--- src/rtl/proc_pkg.sv ---
// Shared definitions for the processor control FSM: state encoding,
// instruction field layout and opcode constants.
package proc_pkg;

    typedef enum logic [1:0] {
        StT0 = 2'd0,
        StT1 = 2'd1,
        StT2 = 2'd2,
        StT3 = 2'd3
    } state_e;

    typedef struct packed {
        logic [2:0] op;
        logic [2:0] rx;
        logic [2:0] ry;
    } ir_t;

    localparam logic [2:0] OP_MV  = 3'b000;
    localparam logic [2:0] OP_MVI = 3'b001;
    localparam logic [2:0] OP_ADD = 3'b010;
    localparam logic [2:0] OP_SUB = 3'b011;

    // Add and sub are the only multi-cycle instructions.
    function automatic logic is_alu(input logic [2:0] op);
        return (op == OP_ADD) || (op == OP_SUB);
    endfunction

endpackage

--- src/rtl/dec3to8.sv ---
// 3-bit index to 8-bit one-hot decoder with enable; all zeros when disabled.
module dec3to8 (
    input  logic       en_i,
    input  logic [2:0] idx_i,
    output logic [7:0] onehot_o
);

    always_comb begin
        onehot_o = 8'h00;
        if (en_i) begin
            onehot_o[idx_i] = 1'b1;
        end
    end

endmodule

--- src/rtl/proc_control.sv ---
// Control FSM for a simple bus-based processor: decodes the captured
// instruction into register, ALU and bus-drive enables, one state per cycle.
module proc_control
    import proc_pkg::*;
(
    input  logic       clk,
    input  logic       rst,
    input  logic       run,
    input  logic [8:0] instr,
    output logic [7:0] r_in,
    output logic [7:0] r_out,
    output logic       a_in,
    output logic       g_in,
    output logic       g_out,
    output logic       din_out,
    output logic       addsub,
    output logic       done
);

    state_e state_q, state_d;
    ir_t    ir_q, ir_d;

    logic [7:0] x_oh;
    logic [7:0] y_oh;

    // Decoders are disabled during reset so no enable can leak out.
    dec3to8 u_dec_x (
        .en_i     (rst),
        .idx_i    (ir_q.rx),
        .onehot_o (x_oh)
    );

    dec3to8 u_dec_y (
        .en_i     (rst),
        .idx_i    (ir_q.ry),
        .onehot_o (y_oh)
    );

    always_ff @(posedge clk) begin
        state_q <= state_d;
        ir_q    <= ir_d;
    end

    always_comb begin
        state_d = state_q;
        ir_d    = ir_q;
        unique case (state_q)
            StT0: begin
                if (run) begin
                    ir_d    = ir_t'(instr);
                    state_d = StT1;
                end
            end
            StT1:    state_d = is_alu(ir_q.op) ? StT2 : StT0;
            StT2:    state_d = StT3;
            StT3:    state_d = StT0;
            default: state_d = StT0;
        endcase
        if (!rst) begin
            state_d = StT0;
            ir_d    = '0;
        end
    end

    always_comb begin
        r_in    = 8'h00;
        r_out   = 8'h00;
        a_in    = 1'b0;
        g_in    = 1'b0;
        g_out   = 1'b0;
        din_out = 1'b0;
        addsub  = 1'b0;
        done    = 1'b0;
        unique case (state_q)
            StT0: ;
            StT1: begin
                case (ir_q.op)
                    OP_MV: begin
                        r_out = y_oh;
                        r_in  = x_oh;
                        done  = 1'b1;
                    end
                    OP_MVI: begin
                        din_out = 1'b1;
                        r_in    = x_oh;
                        done    = 1'b1;
                    end
                    OP_ADD, OP_SUB: begin
                        r_out = x_oh;
                        a_in  = 1'b1;
                    end
                    default: done = 1'b1;
                endcase
            end
            StT2: begin
                r_out  = y_oh;
                g_in   = 1'b1;
                addsub = ir_q.op[0];
            end
            StT3: begin
                g_out = 1'b1;
                r_in  = x_oh;
                done  = 1'b1;
            end
            default: ;
        endcase
        if (!rst) begin
            r_in    = 8'h00;
            r_out   = 8'h00;
            a_in    = 1'b0;
            g_in    = 1'b0;
            g_out   = 1'b0;
            din_out = 1'b0;
            addsub  = 1'b0;
            done    = 1'b0;
        end
    end

endmodule

--- config.mk ---
export PLATFORM = sky130hd
export DESIGN_NAME = proc_control
export DESIGN_NICKNAME = d
export VERILOG_FILES = /design/src/rtl/proc_pkg.sv /design/src/rtl/dec3to8.sv /design/src/rtl/proc_control.sv
export SDC_FILE = /design/constraint.sdc
export NUM_CORES = 1
export LEC_CHECK = 0
export ABC_AREA = 1
export CELL_PAD_IN_SITES_DETAIL_PLACEMENT = 0
export CELL_PAD_IN_SITES_GLOBAL_PLACEMENT = 1
export CORE_ASPECT_RATIO = 0.7
export CORE_MARGIN = 5
export CORE_UTILIZATION = 28
export DETAILED_ROUTE_END_ITERATION = 10
export PLACE_DENSITY_LB_ADDON = 0.1
export REMOVE_ABC_BUFFERS = 1
export SLEW_MARGIN = 15
export SYNTH_ARGS = -nofsm -noshare
export SYNTH_HDL_FRONTEND = slang
export SYNTH_SLANG_ARGS = --single-unit
--- constraint.sdc ---
create_clock -name clk -period 1.4 [get_ports clk]
set_input_delay 0.28 -clock clk [delete_from_list [all_inputs] [get_ports clk]]
set_output_delay 0.28 -clock clk [all_outputs]
set_load 0.01 [all_outputs]
* Word level (Yosys, flattened, before mapping)
Index checks and enable logic that the tools add are counted.
** Operators by class
- $add $sub $neg :: 0
- Multipliers :: 0
- Div/mod/pow operators :: 0
- Magnitude comparators :: 4
- Equal/unequal tests :: 7
- Shift operators :: 0
- Multiplexer cells :: 28
- Bitwise operators :: 0
- Reduce and logical (&&, ||, !) cells :: 8
** Operators by type and width (count)
- $pmux W8 S2 :: 3
- $mux W8 :: 3
- $mux W1 :: 16
- $lt A3 B4 Y1 const B :: 2
- $pmux W2 S4 :: 1
- $demux W1 S3 :: 2
- $eq A3 B2 Y1 const B :: 2
- $ge A3 B1 Y1 const B :: 2
- $eq A2 B2 Y1 const B :: 2
- $mux W2 :: 2
- $reduce_or A2 Y1 :: 2
- $eq A3 B1 Y1 const B :: 1
- $logic_not A3 Y1 :: 1
- $eq A2 B1 Y1 const B :: 1
- $logic_and A1 B1 Y1 :: 2
- $logic_not A2 Y1 :: 1
- $ne A2 B2 Y1 const B :: 1
- $pmux W1 S2 :: 1
- $reduce_and A2 Y1 :: 1
- $logic_or A1 B1 Y1 :: 1
** Word-level totals
- Flip-flop bits (word level) :: 11
- Bits in latches :: 0
- Memory bits (writable) :: 0
- ROM bits :: 0
- Input bits :: 12
- Word-level logic and storage cells :: 51
- Memories kept :: 0

* Depth between registers and ports, before layout
- Depth after elaboration :: 7
- Gate-level depth with buffers :: 8
- Mapped depth without buffers :: 8

* By module
From an unflattened synthesis, not the netlist that was laid out.
** Second synthesis, totals
- Cell total of the unflattened synthesis :: 170
- Area, all modules :: 952.2 um2
** By module, submodules not included
- proc_control :: times used 1, cells each 136, area an instance 824.5 um2, sequential area each 220.2 um2
- dec3to8 :: times used 2, cells each 17, area an instance 63.8 um2, sequential area each 0.0 um2

* Worst setup path after synthesis
No wires, ideal clock.
- Path type :: reg2out
- Start :: reg (tool-made name)
- End :: out r_out[0]
- Arrival :: 1.196 ns
- Data required time :: 1.120 ns
- Setup slack :: -0.076 ns
- Cell stages (with the launch flop) :: 9
- Cells stage by stage :: dfxtp_1 inv_1 ha_1 inv_1 nor2_1 nand2_1 nand2_1 nand2_1 a21oi_1
** RTL lines
- end: declaration :: line proc_control.sv:11 : output logic [7:0] r_out,

* Worst setup path in the final report
- Start :: reg state_q[0]
- End :: out r_in[0]
** On the way
- Cells in the longest elaborated chain, start to end :: 3
- Elaborated cells between the ends (all ways) :: 4
- Those cells by class :: eq/ne: 2; mux: 2
** RTL lines
- start: declaration :: line proc_control.sv:20 : state_e state_q, state_d;
- start signal: assignment :: line proc_control.sv:40 : state_q <= state_d;
- $eq A2 B2 Y1 / $eq A2 B1 Y1 (equally long branches) :: line proc_control.sv:74 : unique case (state_q)
- $pmux W8 S2 * :: line proc_control.sv:74
- $mux W8 * :: line proc_control.sv:107 : if (!rst) begin
- end: declaration :: line proc_control.sv:10 : output logic [7:0] r_in,
Mark *: on every way between the ends. The rest lies on a longest branch, timed or not.

==> impl_metrics.env <==
export IMPL_ys_seq_elements=11
export IMPL_gr_total_overflow=0
export IMPL_cts_buffer_depth=2
export IMPL_drc=0
export IMPL_crit_type="register to output port"
export IMPL_synth_area_sq_um=842
export IMPL_multi_input_area_sq_um=702
export IMPL_synth_simple_area_share=0.363
export IMPL_slew_headroom=0.763
export IMPL_ir_drop_mv=0.434
export IMPL_end_kind="output port"
export IMPL_setup_slack_ns=-0.368
export IMPL_placed_cells=239
export IMPL_synth_cells=138
export IMPL_grt_antenna_before_repair=0
export IMPL_hold_class="register to register"
export IMPL_syn2layout_area_growth_pct=96.3
export IMPL_clock_sinks=11
export IMPL_die_w_um=75.5
export IMPL_finalClockSkew_ns=0.00183
export IMPL_grt_pass1_wl_mm=5.24
export IMPL_yosysUniqueCellTypes=19
export IMPL_die_area_sq_um=4220
export IMPL_clkSlewWorstSetupHoldPaths_ns=0.05
export IMPL_synth_compound_area_frac=0.196
export IMPL_slew_viol_final=0
export IMPL_path_buf_inv=4
export IMPL_cts_htree_levels=1
export IMPL_place_congestion=0.842
export IMPL_cts_buffers=3
export IMPL_cts_tree="yes"
export IMPL_start_util=0.296
export IMPL_syn_area_per_cell_sq_um=6.10
export IMPL_place_area_sq_um=1460
export IMPL_yosysWarnings=0
export IMPL_grt_pass1_vias=1143
export IMPL_status="finished with violations"
export IMPL_io_buffers=33
export IMPL_synth_area_top_cells="dfxtp_1 (26%), nand2_1 (15%), a21oi_1 (9.5%), nor3_1 (9.5%), inv_1 (8.9%)"
export IMPL_fin_tns_setup_ns=-5.99
export IMPL_viasPerCell=4.51
export IMPL_clkLatencyLatePin_ns=0.24
export IMPL_instances_no_fill=249
export IMPL_rows=16
export IMPL_tightest_slew_ns=0.356
export IMPL_cp_slowest_cell="dfxtp_4"
export IMPL_muxShareOfSynthArea=0
export IMPL_worstPathRequired_ns=1.12
export IMPL_hold_ws_ns=0.573
export IMPL_fp_dieH_um=55.9
export IMPL_grt_max_degree=11
export IMPL_worst_setup_path_start_kind="register"
export IMPL_hpwl_mm=2.34
export IMPL_postRouteAntennaNets=0
export IMPL_fin_area_sq_um=1650
export IMPL_p_leak_nw=0.758
export IMPL_drive_above_1_share=0.512
export IMPL_fillers=266
export IMPL_critPathMaxFanout=4
export IMPL_cp_arrival_ns=1.49
export IMPL_antennaDiodeCount=0
export IMPL_period_share=1.26
export IMPL_cpPeakStageDelay_ns=0.37
export IMPL_num_io_pins=34
export IMPL_min_period_ns=1.77
export IMPL_pwr_density_cell_nw_per_um2=1000
export IMPL_yosysTopAreaCellShare=0.262
export IMPL_yosysTopAreaCell="dfxtp_1"
export IMPL_routedWlPerCell_um=12.2
export IMPL_synth_top_family_by_area="simple AND/OR/NAND/NOR gates"
export IMPL_grt_use_total=0.157
export IMPL_violations="setup timing"
export IMPL_yosysSeqAreaShare=0.262
export IMPL_ff_latch_area_sq_um=225
export IMPL_drt_wl_total_mm=3.03
export IMPL_drtIter0Drc=59
export IMPL_rsz0062_at_grt="yes"
export IMPL_max_freq_mhz=566
export IMPL_dr_pass1_iters=5
export IMPL_cts_root_buf="clkbuf_8"
export IMPL_drv_cap=0
export IMPL_path_delay_family="buffers and inverters"
export IMPL_synth_xor_xnor_area_share=0
export IMPL_finalHoldViolCount=0
export IMPL_nNetsFinal=231
export IMPL_crit_chain="buf_4 -> ha_4 -> nand2_2 -> inv_2 -> a21oi_4 -> buf_6 -> nor3_2 -> buf_2"
export IMPL_synth_fa_ha_area_frac=0.0743
export IMPL_dr_total_vias=1122
export IMPL_setup_viol=22
export IMPL_core_sq_um=2840
layout by cell type, fill, tap and decap left out, types with 3 or more instances in the layout:
| cell type | synthesis | routed |
|---|---|---|
| o21ai_0 | 10 | 10 |
| buf_4 | 0 | 36 |
| buf_2 | 2 | 19 |
| nor2_1 | 14 | 10 |
| clkdlybuf4s50_1 | 0 | 10 |
| nor2_2 | 1 | 4 |
| buf_6 | 0 | 6 |
| a21oi_1 | 16 | 10 |
| inv_1 | 20 | 14 |
| a21oi_2 | 1 | 6 |
| clkbuf_8 | 0 | 3 |
| dfxtp_1 | 11 | 9 |
| nor3_1 | 16 | 11 |
| inv_2 | 1 | 5 |
| ha_4 | 0 | 4 |
| nand2_2 | 0 | 6 |
| nor3_2 | 2 | 7 |
| nand2_1 | 33 | 23 |
| nand2_4 | 0 | 4 |
registers in the layout, summed over array words and instances (netlist names), named ones only:
| name | flops |
|---|---|
| ir_q | 9 |
| state_q | 1 |
kinds of logic after synthesis:
kind of cell | Yosys count
AND/OR/NAND/NOR | 69
AO/OA/AOI/OAI | 30
buffers and inverters | 23
flip-flops | 11
adder cells (fa/ha/maj) | 5
path summary, 6_finish.rpt:
check                                        startpoint                       to  slack [ns]  depth (start not counted)
worst max-delay path            state_q[0]$_SDFFE_PN0P_                  r_in[0]       -0.37                          8
worst min register to register  state_q[0]$_SDFFE_PN0P_  state_q[0]$_SDFFE_PN0P_        0.57                          2
worst max register to register                 register     ir_q[3]$_SDFFE_PN0P_        0.14                          7
worst min-delay path            state_q[0]$_SDFFE_PN0P_  state_q[0]$_SDFFE_PN0P_        0.57                          2
cell usage after synthesis:
library cell,count
nor2_2,1
a21boi_1,1
a21oi_1,16
inv_2,1
ha_1,5
inv_1,20
nand4_1,1
nand2_1,33
a21boi_2,1
nor2_4,1
nor2_1,14
o21ai_0,10
dfxtp_1,11
nor3_1,16
buf_2,2
nand3_1,1
a21oi_2,1
o31ai_1,1
nor3_2,2
area by class of cell:
cell class	count	area share
Timing Repair Buffer	73	0.334
Clock buffer	4	0.0273
Tap cell	36	0.0273
Sequential cell	11	0.136
Inverter	21	0.0507
Multi-Input combinational cell	104	0.425
metal layers:
layer | up-vias | GRT usage | share of wire
met5 | - | 0 | 0
met4 | 0 | 0.0150 | 0
met3 | 0 | 0.0469 | 0.048
met2 | 16 | 0.262 | 0.49
met1 | 507 | 0.203 | 0.46
li1 | 599 | - | -
repair_timing:
action / 4_1_cts / 5_1_grt
resized for setup: 125 / 19
setup endpoints to repair: 22 / 23
pin swaps: 10 / 8
setup buffers: 4 / 2
hold buffers: 0 / 0
cloned: 0 / 0
tightest hold or removal path, stage by stage (launching register included):
cell and delay (ns):
dfxtp_4 0.38, o31ai_1 0.09, nor2_1 0.07
power by group:
part	total [mW]	internal (mW)	switching [mW]
combinational	0.898	0.426	0.472
sequential	0.434	0.372	0.0615
clock	0.323	0.200	0.123
total	1.65	0.998	0.656
through the flow:
| step | util | power, mW | setup WS, ns |
|---|---|---|---|
| floorplan | - | 0.747 | -0.0764 |
| global placement | 0.515 | 1.12 | -0.748 |
| detailed placement | 0.515 | 1.13 | -0.774 |
| CTS | 0.551 | 1.60 | -0.346 |
| global route | 0.581 | 1.79 | -0.426 |
| finish | 0.581 | 1.65 | -0.368 |
Note: power is estimated with default switching activity, not from simulation.
